**src/rtl/uart_pkg.sv**
```systemverilog
// Shared definitions for the UART bus controllers: register word offsets,
// STATUS/CTRL/CMD bit positions and the transmit frame state encoding.
package uart_pkg;

  localparam logic [2:0] UART_DATA   = 3'd0;
  localparam logic [2:0] UART_STATUS = 3'd1;
  localparam logic [2:0] UART_DIV    = 3'd2;
  localparam logic [2:0] UART_CTRL   = 3'd3;
  localparam logic [2:0] UART_CMD    = 3'd4;

  localparam int unsigned ST_BUSY    = 0;
  localparam int unsigned ST_EMPTY   = 1;
  localparam int unsigned ST_FULL    = 2;
  localparam int unsigned ST_OVF     = 3;
  localparam int unsigned ST_LVL_LSB = 8;

  localparam int unsigned CTRL_PAR_EN  = 0;
  localparam int unsigned CTRL_PAR_ODD = 1;
  localparam int unsigned CTRL_STOP2   = 2;
  localparam int unsigned CTRL_IRQ_EN  = 3;
  localparam int unsigned CTRL_LVL_LSB = 8;

  localparam int unsigned CMD_FLUSH   = 0;
  localparam int unsigned CMD_CLR_OVF = 1;

  typedef enum logic [2:0] {IDLE, START, DATA, PARITY, STOP} tx_state_e;

endpackage

```
**src/rtl/sync_fifo.sv**
```systemverilog
// First-word fall-through synchronous FIFO with flush; rd_data always shows the head entry.
module sync_fifo #(
  parameter int unsigned DATA_W = 8,
  parameter int unsigned DEPTH  = 16
) (
  input  logic                       clk_i,
  input  logic                       rst_ni,
  input  logic                       push,
  input  logic                       pop,
  input  logic                       flush,
  input  logic [DATA_W-1:0]          wr_data,
  output logic [DATA_W-1:0]          rd_data,
  output logic                       full,
  output logic                       empty,
  output logic [$clog2(DEPTH):0]     level
);

  localparam int unsigned AW = $clog2(DEPTH);
  localparam int unsigned LW = AW + 1;

  logic [DATA_W-1:0] mem [DEPTH];
  logic [AW-1:0]     wr_ptr;
  logic [AW-1:0]     rd_ptr;
  logic              push_ok;
  logic              pop_ok;

  // Flush beats both push and pop; a push into a full FIFO is dropped regardless of pop.
  assign push_ok = push && !full && !flush;
  assign pop_ok  = pop && !empty && !flush;

  assign full    = (level == LW'(DEPTH));
  assign empty   = (level == '0);
  assign rd_data = mem[rd_ptr];

  always_ff @(posedge clk_i) begin
    if (push_ok) mem[wr_ptr] <= wr_data;
  end

  always_ff @(posedge clk_i or negedge rst_ni) begin
    if (!rst_ni) begin
      wr_ptr <= '0;
      rd_ptr <= '0;
      level  <= '0;
    end else if (flush) begin
      wr_ptr <= '0;
      rd_ptr <= '0;
      level  <= '0;
    end else begin
      if (push_ok) wr_ptr <= wr_ptr + AW'(1);
      if (pop_ok)  rd_ptr <= rd_ptr + AW'(1);
      case ({push_ok, pop_ok})
        2'b10:   level <= level + LW'(1);
        2'b01:   level <= level - LW'(1);
        default: level <= level;
      endcase
    end
  end

endmodule

```
**src/rtl/uart_tx_fifo_sb_ctrl.sv**
```systemverilog
// System-bus UART transmitter: register decode, config registers, TX FIFO,
// baud counter and frame serialiser running frames back-to-back.
module uart_tx_fifo_sb_ctrl
  import uart_pkg::*;
#(
  parameter int unsigned DATA_W      = 8,
  parameter int unsigned FIFO_DEPTH  = 16,
  parameter int unsigned DIV_W       = 16,
  parameter int unsigned DEFAULT_DIV = 5208
) (
  input  logic        clk_i,
  input  logic        rst_ni,
  input  logic [31:0] addr_i,
  input  logic        req_i,
  input  logic [31:0] WD_i,
  input  logic        WE_i,
  output logic [31:0] RD_o,
  output logic        tx_o,
  output logic        irq_o
);

  localparam int unsigned LVL_W = $clog2(FIFO_DEPTH) + 1;
  localparam int unsigned BIT_W = $clog2(DATA_W);

  logic [2:0]        off;
  logic              wr_data_reg, wr_div, wr_ctrl, wr_cmd, rd_req;
  logic              flush, clr_ovf;
  logic [DIV_W-1:0]  div_q, div_eff;
  logic              par_en_q, par_odd_q, stop2_q, irq_en_q, ovf_q;
  logic [7:0]        irq_lvl_q;
  logic [DATA_W-1:0] fifo_rd_data;
  logic              fifo_full, fifo_empty, pop_req;
  logic [LVL_W-1:0]  fifo_level;
  tx_state_e         state_q, state_n;
  logic [DIV_W-1:0]  cnt_q, sh_div_q;
  logic [DATA_W-1:0] shreg_q;
  logic [BIT_W-1:0]  bit_idx_q;
  logic              sh_par_en_q, sh_stop2_q, par_q, stop_2nd_q, bit_done, busy;
  logic [31:0]       rd_val;
  logic              unused_bits;

  assign off         = addr_i[4:2];
  assign rd_req      = req_i && !WE_i;
  assign wr_data_reg = req_i && WE_i && (off == UART_DATA);
  assign wr_div      = req_i && WE_i && (off == UART_DIV);
  assign wr_ctrl     = req_i && WE_i && (off == UART_CTRL);
  assign wr_cmd      = req_i && WE_i && (off == UART_CMD);
  assign flush       = wr_cmd && WD_i[CMD_FLUSH];
  assign clr_ovf     = wr_cmd && WD_i[CMD_CLR_OVF];
  assign div_eff     = (div_q == '0) ? DIV_W'(1) : div_q;
  assign bit_done    = (cnt_q == '0);
  assign busy        = (state_q != IDLE);
  assign irq_o       = irq_en_q && (8'(fifo_level) <= irq_lvl_q);
  assign unused_bits = ^{addr_i[31:5], addr_i[1:0], WD_i};

  sync_fifo #(.DATA_W(DATA_W), .DEPTH(FIFO_DEPTH)) u_fifo (
    .clk_i   (clk_i),
    .rst_ni  (rst_ni),
    .push    (wr_data_reg),
    .pop     (pop_req),
    .flush   (flush),
    .wr_data (WD_i[DATA_W-1:0]),
    .rd_data (fifo_rd_data),
    .full    (fifo_full),
    .empty   (fifo_empty),
    .level   (fifo_level)
  );

  always_ff @(posedge clk_i or negedge rst_ni) begin
    if (!rst_ni) begin
      div_q     <= DIV_W'(DEFAULT_DIV);
      par_en_q  <= 1'b0;
      par_odd_q <= 1'b0;
      stop2_q   <= 1'b0;
      irq_en_q  <= 1'b0;
      irq_lvl_q <= '0;
      ovf_q     <= 1'b0;
      RD_o      <= '0;
    end else begin
      if (wr_div) div_q <= WD_i[DIV_W-1:0];
      if (wr_ctrl) begin
        par_en_q  <= WD_i[CTRL_PAR_EN];
        par_odd_q <= WD_i[CTRL_PAR_ODD];
        stop2_q   <= WD_i[CTRL_STOP2];
        irq_en_q  <= WD_i[CTRL_IRQ_EN];
        irq_lvl_q <= WD_i[CTRL_LVL_LSB +: 8];
      end
      if (clr_ovf) ovf_q <= 1'b0;
      else if (wr_data_reg && fifo_full) ovf_q <= 1'b1;
      if (rd_req) RD_o <= rd_val;
    end
  end

  always_comb begin
    rd_val = '0;
    case (off)
      UART_STATUS: begin
        rd_val[ST_BUSY]            = busy;
        rd_val[ST_EMPTY]           = fifo_empty;
        rd_val[ST_FULL]            = fifo_full;
        rd_val[ST_OVF]             = ovf_q;
        rd_val[ST_LVL_LSB +: 8]    = 8'(fifo_level);
      end
      UART_DIV:  rd_val[DIV_W-1:0] = div_q;
      UART_CTRL: begin
        rd_val[CTRL_PAR_EN]        = par_en_q;
        rd_val[CTRL_PAR_ODD]       = par_odd_q;
        rd_val[CTRL_STOP2]         = stop2_q;
        rd_val[CTRL_IRQ_EN]        = irq_en_q;
        rd_val[CTRL_LVL_LSB +: 8]  = irq_lvl_q;
      end
      default: rd_val = '0;
    endcase
  end

  always_ff @(posedge clk_i or negedge rst_ni) begin
    if (!rst_ni) state_q <= IDLE;
    else         state_q <= state_n;
  end

  always_comb begin
    state_n = state_q;
    pop_req = 1'b0;
    tx_o    = 1'b1;
    case (state_q)
      IDLE: if (!fifo_empty) begin
        pop_req = 1'b1;
        state_n = START;
      end
      START: begin
        tx_o = 1'b0;
        if (bit_done) state_n = DATA;
      end
      DATA: begin
        tx_o = shreg_q[0];
        if (bit_done && bit_idx_q == BIT_W'(DATA_W - 1))
          state_n = sh_par_en_q ? PARITY : STOP;
      end
      PARITY: begin
        tx_o = par_q;
        if (bit_done) state_n = STOP;
      end
      STOP: if (bit_done && (!sh_stop2_q || stop_2nd_q)) begin
        // Chain straight into the next frame so there is no idle gap.
        if (!fifo_empty) begin
          pop_req = 1'b1;
          state_n = START;
        end else begin
          state_n = IDLE;
        end
      end
      default: state_n = IDLE;
    endcase
    if (flush) begin
      state_n = IDLE;
      pop_req = 1'b0;
    end
  end

  always_ff @(posedge clk_i or negedge rst_ni) begin
    if (!rst_ni) begin
      cnt_q       <= '0;
      sh_div_q    <= DIV_W'(1);
      shreg_q     <= '0;
      bit_idx_q   <= '0;
      sh_par_en_q <= 1'b0;
      sh_stop2_q  <= 1'b0;
      par_q       <= 1'b0;
      stop_2nd_q  <= 1'b0;
    end else if (pop_req) begin
      // Frame config is captured here so bus writes only affect later frames.
      shreg_q     <= fifo_rd_data;
      sh_div_q    <= div_eff;
      cnt_q       <= div_eff - DIV_W'(1);
      sh_par_en_q <= par_en_q;
      sh_stop2_q  <= stop2_q;
      par_q       <= (^fifo_rd_data) ^ par_odd_q;
      bit_idx_q   <= '0;
      stop_2nd_q  <= 1'b0;
    end else if (state_q != IDLE) begin
      if (bit_done) begin
        cnt_q <= sh_div_q - DIV_W'(1);
        if (state_q == DATA) begin
          shreg_q   <= {1'b0, shreg_q[DATA_W-1:1]};
          bit_idx_q <= bit_idx_q + BIT_W'(1);
        end
        if (state_q == STOP) stop_2nd_q <= 1'b1;
      end else begin
        cnt_q <= cnt_q - DIV_W'(1);
      end
    end
  end

endmodule

```
**config.mk**
```make
export PLATFORM = sky130hd
export DESIGN_NAME = uart_tx_fifo_sb_ctrl
export DESIGN_NICKNAME = d
export VERILOG_FILES = /design/src/rtl/uart_pkg.sv /design/src/rtl/sync_fifo.sv /design/src/rtl/uart_tx_fifo_sb_ctrl.sv
export SDC_FILE = /design/constraint.sdc
export NUM_CORES = 1
export LEC_CHECK = 0
export CORE_ASPECT_RATIO = 0.6
export CORE_MARGIN = 2
export CORE_UTILIZATION = 43
export DETAILED_ROUTE_END_ITERATION = 8
export GPL_ROUTABILITY_DRIVEN = 0
export GPL_TIMING_DRIVEN = 0
export PLACE_DENSITY = 0.71
export SLEW_MARGIN = 10
export SYNTH_ARGS = -nofsm -noshare
export SYNTH_HDL_FRONTEND = slang
export SYNTH_SLANG_ARGS = --single-unit
```
**constraint.sdc**
```tcl
create_clock -name clk_i -period 4.3 [get_ports clk_i]
set_clock_uncertainty 0.05 [all_clocks]
set_input_delay 1.075 -clock clk_i [delete_from_list [all_inputs] [get_ports clk_i]]
set_output_delay 1.075 -clock clk_i [all_outputs]
set_load 0.02 [all_outputs]
```
# After elaboration in Yosys (flattened, before gate mapping)

Memories as Yosys holds them, arrays and structs flattened.
Cells that the tools add are included.
W data, S select, Z words.

Multiplexer cells: 43
Reductions and logical operators: 40
Order comparisons: 1
Equality and inequality tests: 17
Add/sub/neg operators: 8
Shifts and indexed selects: 0
Bitwise gates (word level): 1
Multipliers: 0
Divide/modulo/power cells: 0

Operators by type and width:

| kind                    | number |
|---|---|
| $mux W16                | 4 |
| $sub A16 B1 Y16 const B | 3 |
| $mux W3                 | 11 |
| $logic_not A16 Y1       | 2 |
| $mux W8                 | 4 |
| $pmux W8 S3             | 1 |
| $mux W4                 | 5 |
| $logic_and A1 B1 Y1     | 16 |
| $ne A3 B2 Y1 const B    | 5 |
| $pmux W3 S5             | 1 |
| $reduce_bool A2 Y1      | 7 |
| $eq A3 B2 Y1 const B    | 4 |
| $mux W1                 | 12 |
| $pmux W4 S3             | 1 |
| $pmux W5 S2             | 1 |
| $eq A3 B3 Y1 const B    | 3 |
| $add A4 B1 Y4 const B   | 2 |
| $le A5 B8 Y1            | 1 |
| $reduce_xor A8 Y1       | 1 |
| $eq A3 B1 Y1 const B    | 2 |
| $logic_not A3 Y1        | 2 |
| $reduce_and A3 Y1       | 2 |
| $reduce_bool A3 Y1      | 2 |
| $add A5 B1 Y5 const B   | 1 |
| 13 further kinds        | 17 |

Input bits: 68
Flip-flop bits (word level): 108
Word-level logic and storage cells: 131
Memories: 1
Bits in writable memories: 128
Latch bits: 0
Memory bits (read-only): 0
Output and inout port bits: 34

Memories:

| memory     | depth | bits a word | read ports | clocked after memory_dff | write ports | RTL line        | source |
|---|---|---|---|---|---|---|---|
| u_fifo.mem | 16    | 8           | 1          | 0                        | 1           | sync_fifo.sv:21 | `logic [DATA_W-1:0] mem [DEPTH];` |

# Logic depth before layout (Yosys ltp)

Gate-level depths: netlist of the first run.

Depth after elaboration: 11
Mapped depth: 16
Depth with buffers taken out: 12

# Modules after synthesis

A second synthesis of the first run with hierarchy kept.

Cells, all modules: 903
Area total of the unflattened synthesis: 10,968.0 µm²

By module, submodules not included:

| module               | cells an instance | instances | area each (µm²) |
|---|---|---|---|
| sync_fifo            | 356               | 1         | 5,850.6 |
| uart_tx_fifo_sb_ctrl | 547               | 1         | 5,117.4 |

# Worst setup path before layout of the first run

Ideal clock, no wire load.

Path kind: input-to-reg
Start point: input addr_i[2]
End point: register cnt_q[12]
Arrival: 3,849 ps
Stages on the path: 16
Setup slack: 319 ps
Setup time: 83 ps
Path through: buf_2 nor4bb_4 and3_1 buf_2 nor4_2 nand2_2 buf_4 clkbuf_1 clkbuf_1 o21ai_0 ha_1 o2111ai_1 mux2i_1 o2111ai_1 xor2_1 o21ai_0

Word-level cells in the longest chain between the ends: 5
Elaborated cells between the ends (all ways): 6
Those cells by class: eq/ne: 1; mux: 2; reduce/logical: 3

RTL lines:

| element                                        | RTL line                    | source |
|---|---|---|
| start: declaration                             | uart_tx_fifo_sb_ctrl.sv:13  | `input logic [31:0] addr_i,` |
| $eq A3 B3 Y1 (*)                               | uart_tx_fifo_sb_ctrl.sv:47  | `assign wr_cmd = req_i && WE_i && (off == UART_CMD);` |
| $logic_and A1 B1 Y1 (*)                        | uart_tx_fifo_sb_ctrl.sv:47  |  |
| $logic_and A1 B1 Y1 (*)                        | uart_tx_fifo_sb_ctrl.sv:48  | `assign flush = wr_cmd && WD_i[CMD_FLUSH];` |
| $mux W1 (*)                                    | uart_tx_fifo_sb_ctrl.sv:154 | `if (flush) begin` |
| $mux W16 or $reduce_bool A2 Y1 (tied branches) | --                          |  |
| end signal: assignment                         | uart_tx_fifo_sb_ctrl.sv:174 | `cnt_q <= div_eff - DIV_W'(1);` |
| end signal: assignment                         | uart_tx_fifo_sb_ctrl.sv:182 | `cnt_q <= sh_div_q - DIV_W'(1);` |
| end signal: assignment                         | uart_tx_fifo_sb_ctrl.sv:189 | `cnt_q <= cnt_q - DIV_W'(1);` |
| end: declaration                               | uart_tx_fifo_sb_ctrl.sv:35  | `logic [DIV_W-1:0] cnt_q, sh_div_q;` |

Mark *: on every way between the ends. The rest lies on a longest branch, timed or not.
A chain may end at the register's enable or synchronous reset.

# Worst setup path after layout of the first run

Start point: input addr_i[4]
End point: register cnt_q[14]

The elaborated chain is that of the path after synthesis.

==> metrics.md, run 1 <==
| Metric | Value |
|---|---|
| Status | complete, no violations |
| CP Data Required Time | between 4 and 5 ns |
| Mapped Avg Cell Area | 12.74 um^2 |
| Top-area cell type share of the netlist area | between 30% and 40% |
| Cells after synthesis | slightly below 900 |
| 1st-iter DRT viols | around 940 |
| Vias/cell | approximately 6 |
| YS warnings | 0 |
| Worst slew margin | between 20% and 30% |
| Fin crit period | ~4.2 ns |
| Biggest area consumer among synthesized cells | edfxtp_1 |
| Placeable Area | approximately 0.025 mm^2 |
| Max Slew Vio Count | 0 |
| Syn Std Cell Area | roughly 0.011 mm^2 |
| Nets | between 1000 and 1500 |
| Top post-synthesis cells by count | edfxtp_1 (128), nand2_1 (106), dfrtp_1 (102) |
| IO buf count | 39 |
| Total CTS buffers | 23 |
| R2R depth | 15 |
| Post-synthesis simple-gate area fraction | between 10% and 20% |
| Share of layout cells above drive strength 1 | 18.85% |
| Pin count of the biggest net entering global routing | 56 |
| Placed insts | approximately 1300 |
| Chip height | roughly 130 um |
| Arrival time at the worst endpoint | between 4 and 5 ns |
| Synth Area in Compound Gates | roughly a tenth |
| Starting Density | a little over two fifths |
| Gr usage total | 20.80% |
| Clk Latency, worst-skew pair | roughly 0.53 ns |
| Adder-cell share of the synthesized area | between 1.5 and 2% |
| ANT nets after route | 0 |
| Max_cap viols | 0 |
| Mux cell area share after synthesis | between 10% and 20% |
| Vias | ~7600 |
| Die Area | about 0.027 mm^2 |
| CP Max Fanout | 19 |
| Nature of the critical path startpoint | primary input |
| Worst Setup End Kind | flop |
| Leakage | slightly below 5 nW |
| Register area share after synthesis | between 50% and 60% |
| Tcrit/Tclk final | between 90% and 100% |
| Synth Register Bits | around 240 |
| Drt drc | 0 |
| Post-cts hold buffer count | 0 |
| HP Class | primary input to asynchronous set/reset pin |
| Crit Path Category | primary input to flop |
| Power Dens Cells | approximately 650 mW/mm^2 |
| Gr ovfl total | 0 |
| EDFF count, synth | about 130 |
| Bufs on Longest Clock Path | 3 |
| Worst-Margin Slew | about 1.1 ns |
| Unrepaired setup endpoints after global routing | no |
| TritonCTS clock tree | yes |
| Peak VDD IR | just under 0.0004 V |
| Largest family of logic cells by synthesized area | multiplexers |
| Endpoints failing setup | 0 |
| Vias in the first global route | a little over 7000 |
| Max stage delay cell, worst path | clkdlybuf4s50_1 |
| Share of synthesized registers carrying an async set or reset | between 40% and 50% |
| Die X-Extent | 211.4 um |
| Synth top area cells | edfxtp_1 (35%), dfrtp_1 (23%), mux4_2 (5.7%) |
| Top FF cell, synth | edfxtp_1 |
| H-tree Lvls | 1 |
| Post-DP HPWL | slightly below 20000 um |
| Reg clk slew, reported paths | 0.07 ns |
| Clock root buffer master | clkbuf_16 |
| WHS | around 0.44 ns |
| Synthesis-to-finish area growth | 15.84% |
| Crit-path max cell delay | 0.53 ns |
| Inserted Diodes | 0 |
| Cell breakdown of the critical path | clkdlybuf4s50_1 > and3_1 > buf_2 > nor4_4 > nand2_2 > buf_4 > clkbuf_4 > o21ai_0 > ha_2 > o2111ai_1 > mux2i_2 > o211ai_1 > xor2_1 > a21oi_1 |
| Worst reg2reg setup slack | 0.19 ns |
| Layout filler cell count | about 2200 |
| Top-count cell post-synth | edfxtp_1 |
| Max Fclk | 0.2408 GHz |
| Routed len/inst | roughly 21 um |
| I/O Pins | approximately 100 |
| Final WL | approximately 28000 um |
| Row count | between 40 and 50 |
| Post-Synth XOR/XNOR Area | ~2% |
| First-pass GRT wire length | approximately 43000 um |
| Final hold vios | 0 |
| Initial antenna violation count | 0 |
| 1st-pass router iterations | 5 |
| Num Clock Sinks | ~240 |
| Fin cells | between 1000 and 1500 |
| Unique masters post-synth | between 70 and 80 |
[registers in the layout, summed over array words and instances, names as in the netlist, 3 cells and up]
| name | flops |
|---|---|
| RD_o | 16 |
| bit_idx_q | 3 |
| u_fifo.mem | 128 |
| u_fifo.rd_ptr | 4 |
| state_q | 3 |
| sh_div_q | 16 |
| shreg_q | 8 |
| u_fifo.wr_ptr | 4 |
| cnt_q | 16 |
| irq_lvl_q | 8 |
| u_fifo.level | 5 |
| div_q | 16 |
[cell families after synthesis]
logic type	after synthesis
buffers and inverters	88
AOI/OAI and AO/OA	163
muxes	87
other	1
and+or+nand+nor	256
adders and majority gates	14
xor gates and xnor gates	26
DFF	236
[cells in the final DEF (no fill, tap or decap), drive strengths merged, types with 18 or more instances in the layout]
| cell type | count |
|---|---|
| clkbuf | 58 |
| nand2 | 107 |
| o21ai | 67 |
| edfxtp | 128 |
| mux4 | 36 |
| mux2 | 41 |
| nor2 | 54 |
| inv | 18 |
| buf | 51 |
| clkdlybuf4s50 | 34 |
| a21oi | 31 |
| dfrtp | 102 |
[critical path: cells and delay by family]
kind	cells	cell delay, ns
buffers and inverters	4	1.22
AND/OR/NAND/NOR	3	0.73
AO/OA/AOI/OAI	4	0.72
multiplexers	1	0.31
adder cells (fa/ha/maj)	1	0.30
XOR/XNOR	1	0.20
[metrics by stage]
stage	cell area [um^2]	power [mW]	TNS [ns]	setup WS [ns]	utilization (%)
2_1_floorplan	11150	5.363	0	0.3187	-
6_report	12850	8.360	0	0.1480	50.73
3_5_place_dp	12060	6.314	-7.632	-1.278	47.61
5_1_grt	12850	8.818	0	0.05300	50.73
3_3_place_gp	11950	6.212	-239.41	-2.072	47.18
4_1_cts	12820	8.291	0	0.01681	50.59
[where the power goes]
part           internal, mW  total [mW]  switching, mW  leakage (nW)
registers              2.75        3.12          0.366          2.50
logic                  1.40        3.26           1.86          2.09
clock network          1.11        1.98          0.868         0.355
[layout make-up]
| type | instances | area [um^2] | area share [%] |
|---|---|---|---|
| Tap cell | 329 | 411.6 | 3.203 |
| Multi-Input combinational cell | 562 | 4210 | 32.76 |
| Sequential cell | 236 | 6554 | 50.99 |
| Buffer | 70 | 395.4 | 3.076 |
| Timing Repair Buffer | 50 | 494.2 | 3.845 |
| Clock buffer | 26 | 586.8 | 4.565 |
| Inverter | 17 | 63.81 | 0.4964 |
| Clock inverter | 15 | 137.6 | 1.071 |
[repair_timing]
action,4_1_cts,5_1_grt
buffers inserted,3,2
setup endpoints to repair,7,5
gates resized for setup,6,8
pin swaps,2,2
[routing by layer]
| layer | global-route usage (%) | wire, um | vias up | share of wire [%] |
|---|---|---|---|---|
| met3 | 4.198 | 2354 | 32 | 8.5 |
| met1 | 34.98 | 13870 | 3846 | 50 |
| li1 | - | - | 3383 | - |
| met5 | 0 | 0 | - | 0 |
| met4 | 3.521 | 303 | 0 | 1.1 |
| met2 | 27.48 | 11110 | 341 | 40 |
[worst paths after layout]
check                                      from            to
worst max-delay path                  addr_i[4]     cnt_q[14]
worst min-delay path                     rst_ni      RD_o[14]
worst max register to register  u_fifo.level[1]     cnt_q[14]
worst min register to register     sh_div_q[15]  sh_div_q[15]
max in group asynchronous                rst_ni      div_q[4]
min in group clk_i                 sh_div_q[15]  sh_div_q[15]
Power figures use the tool's default switching activity.
==> run 2, diff against run 1 <==
- SETUP_SLACK_MARGIN: default -> 0.4
==> run 2 against run 1 <==
Effect of this change:
- first-iteration DRC count increased by 6.6%
- sequential power about the same
- largest power group unchanged
- die area unchanged
- power rose by 4.1%
- cell area up 1.5%
- via count rose by 0.86%
- sequential share of layout area is 0.75 points lower
- largest cell class unchanged
- highest routed layer unchanged
- critical path depth rose by 2
- sequential cell count unchanged
==> metrics.md, run 2 (synthesized netlist as in run 1, its figures left out) <==
| Metric | Value |
|---|---|
| Status | complete, no violations |
| Fin cells | 1312 (+0.54%) |
| Max Fclk | 0.2626 GHz (+9.0%) |
| Fin util | 51.49% (+0.76 points) |
| Synthesis-to-finish area growth | 17.57% |
| Nets | 1048 (+0.58%) |
| Bufs on Longest Clock Path | 3 (unchanged) |
| Gr ovfl total | 0 (unchanged) |
| Peak VDD IR | 0.0003528 V (-11%) |
| Chip height | 128.4 um (unchanged) |
| Die Area | 0.02715 mm^2 (unchanged) |
| HP Class | primary input to asynchronous set/reset pin |
| Clk Latency, worst-skew pair | 0.53 ns (about the same) |
| Row count | 45 (unchanged) |
| Gr usage total | 20.61% (-0.20 points) |
| Max_cap viols | 0 (unchanged) |
| Worst Setup End Kind | flop |
| Total CTS buffers | 23 (unchanged) |
| Grt peak-use layer | met1 |
| Nature of the critical path startpoint | primary input |
| IO buf count | 39 (unchanged) |
| Most common cell after layout, fill and taps aside | edfxtp_1 |
| Number of flip-flops in the largest register | 128 (unchanged) |
| Total Neg Setup Slack | 0 ns (unchanged) |
| Fin crit period | 3.809 ns (-0.3433 ns) |
| Vias in the first global route | 7201 (+0.097%) |
| Crit Path Category | primary input to flop |
| Routed len/inst | 21.28 um (+0.50%) |
| Power Dens Cells | 666.9 mW/mm^2 (+2.5%) |
| Clock root buffer master | clkbuf_16 |
| Post-DP HPWL | 19390 um (-1.1%) |
| First-pass GRT wire length | 42320 um (-1.6%) |
| Design area | 0.01305 mm^2 (+1.5%) |
| Met3 usage | 5.467% (+1.3 points) |
| WHS | 0.3763 ns (-0.05880 ns) |
| Max Slew Vio Count | 0 (unchanged) |
| Vias | 7667 (+0.86%) |
| Drt drc | 0 (unchanged) |
| ANT nets after route | 0 (unchanged) |
| 1st-pass router iterations | 7 (+2) |
| Endpoints failing setup | 0 (unchanged) |
| Share of layout cells above drive strength 1 | 19.74% (+0.88 points) |
| CP Max Fanout | 10 (-9) |
| Placed insts | 1259 (-0.079%) |
| Num Clock Sinks | 236 (unchanged) |
| Vias/cell | 5.844 (+0.32%) |
| Final hold vios | 0 (unchanged) |
| Inserted Diodes | 0 (unchanged) |
| 1st-iter DRT viols | 997 (+6.6%) |
| Unrepaired setup endpoints after global routing | no |
| Most frequent cells in the layout | edfxtp_1 (128), nand2_1 (105), dfrtp_1 (102) |
| H-tree Lvls | 1 (unchanged) |
| Tcrit/Tclk final | 88.57% (-8.0 points) |
| Final WL | 27930 um (+1.0%) |
| Reg clk slew, reported paths | 0.07 ns (about the same) |
| Starting Density | 43.79% (unchanged) |
| DP Area | 0.01208 mm^2 (+0.10%) |
| Die X-Extent | 211.4 um (unchanged) |
| Worst-Margin Slew | 1.007 ns (-0.09505 ns) |
| TritonCTS clock tree | yes |
| Met1 usage | 33.44% (-1.5 points) |
| Initial antenna violation count | 0 (unchanged) |
| Placeable Area | 0.02534 mm^2 (unchanged) |
| I/O Pins | 102 (unchanged) |
| Arrival time at the worst endpoint | 4.19 ns (-0.36 ns) |
| CP Data Required Time | 4.68 ns (-0.02 ns) |
| Post-cts hold buffer count | 0 (unchanged) |
| Most flops, register | u_fifo.mem |
| Pin count of the biggest net entering global routing | 77 (+38%) |
| Global Route met2 Usage | 27.57% (+0.097 points) |
| Worst slew margin | 32.51% (+6.2 points) |
| Leakage | 5.005 nW (+1.3%) |
[run 2: cell types whose count changed in the layout (fill, tap and decap cells not counted), sizes merged, moves of 2 or more]
| cell | change |
|---|---|
| buf | +7 |
| clkinv | -5 |
| bufinv | +3 |
| clkbuf | +3 |
| dlygate4sd2 | +3 |
| clkdlybuf4s50 | -2 |
| dlymetal6s2s | -2 |
[run 2: routing by layer]
layer | share of wire [%] | wire, um | vias up
met4 | 1.6 | 434 | 0
met1 | 48 | 13350 | 3813
met3 | 11 | 2986 | 41
li1 | - | - | 3395
met5 | 0 | 0 | -
met2 | 40 | 11150 | 418
[run 2: through the flow]
step           total power, mW  worst slack [ns]
3_5_place_dp             6.327            -1.458
3_3_place_gp             6.234            -2.128
5_1_grt                  9.133            0.3982
4_1_cts                  8.553            0.4331
6_report                 8.700            0.4913
2_1_floorplan            5.383            0.4045
[run 2: path summary, 6_finish.rpt]
check / startpoint / to / slack, ns / cells past startpoint
setup reg to reg: cnt_q[15] / cnt_q[12] / 0.51 / 15
hold / removal: rst_ni / RD_o[6] / 0.38 / 1
min in group clk_i: sh_div_q[14] / sh_div_q[14] / 0.44 / 2
max in group asynchronous: rst_ni / sh_div_q[0] / 3.04 / 2
setup / recovery: req_i / cnt_q[12] / 0.49 / 16
hold reg to reg: sh_div_q[14] / sh_div_q[14] / 0.44 / 2
[run 2: timing repair]
action | in CTS | in global routing
gates cloned | 0 | 0
pin swaps | 3 | 6
resized for setup | 19 | 14
endpoints found under the hold margin | 0 | 0
setup endpoints to repair | 10 | 6
buffers inserted | 5 | 6
[run 2: area by class of cell]
| type | count | area [um^2] |
|---|---|---|
| multi-input cells | 562 | 4258 |
| flip-flops and latches | 236 | 6554 |
| well taps | 329 | 411.6 |
| fillers | 2172 | 12290 |
| repair buffers | 55 | 525.5 |
| plain buffers | 71 | 430.4 |
| clock inverters | 12 | 190.2 |
| inverters | 17 | 63.81 |
| clock buffers | 30 | 611.8 |
[run 2: critical path, cell delays in order]
cell	delay [ns]
dlygate4sd2_1	0.29
nor4bb_4	0.17
and3_1	0.16
buf_6	0.13
nor4_4	0.34
nand2_2	0.14
buf_4	0.21
clkbuf_8	0.19
clkbuf_8	0.18
o21ai_2	0.16
ha_4	0.19
nand4b_1	0.15
mux2i_4	0.27
o2111ai_2	0.17
xor2_1	0.19
o21ai_0	0.14
[run 2: power by group]
part	internal [mW]	switching, mW
registers	2.75	0.355
clock network	1.31	0.855
logic	1.49	1.94
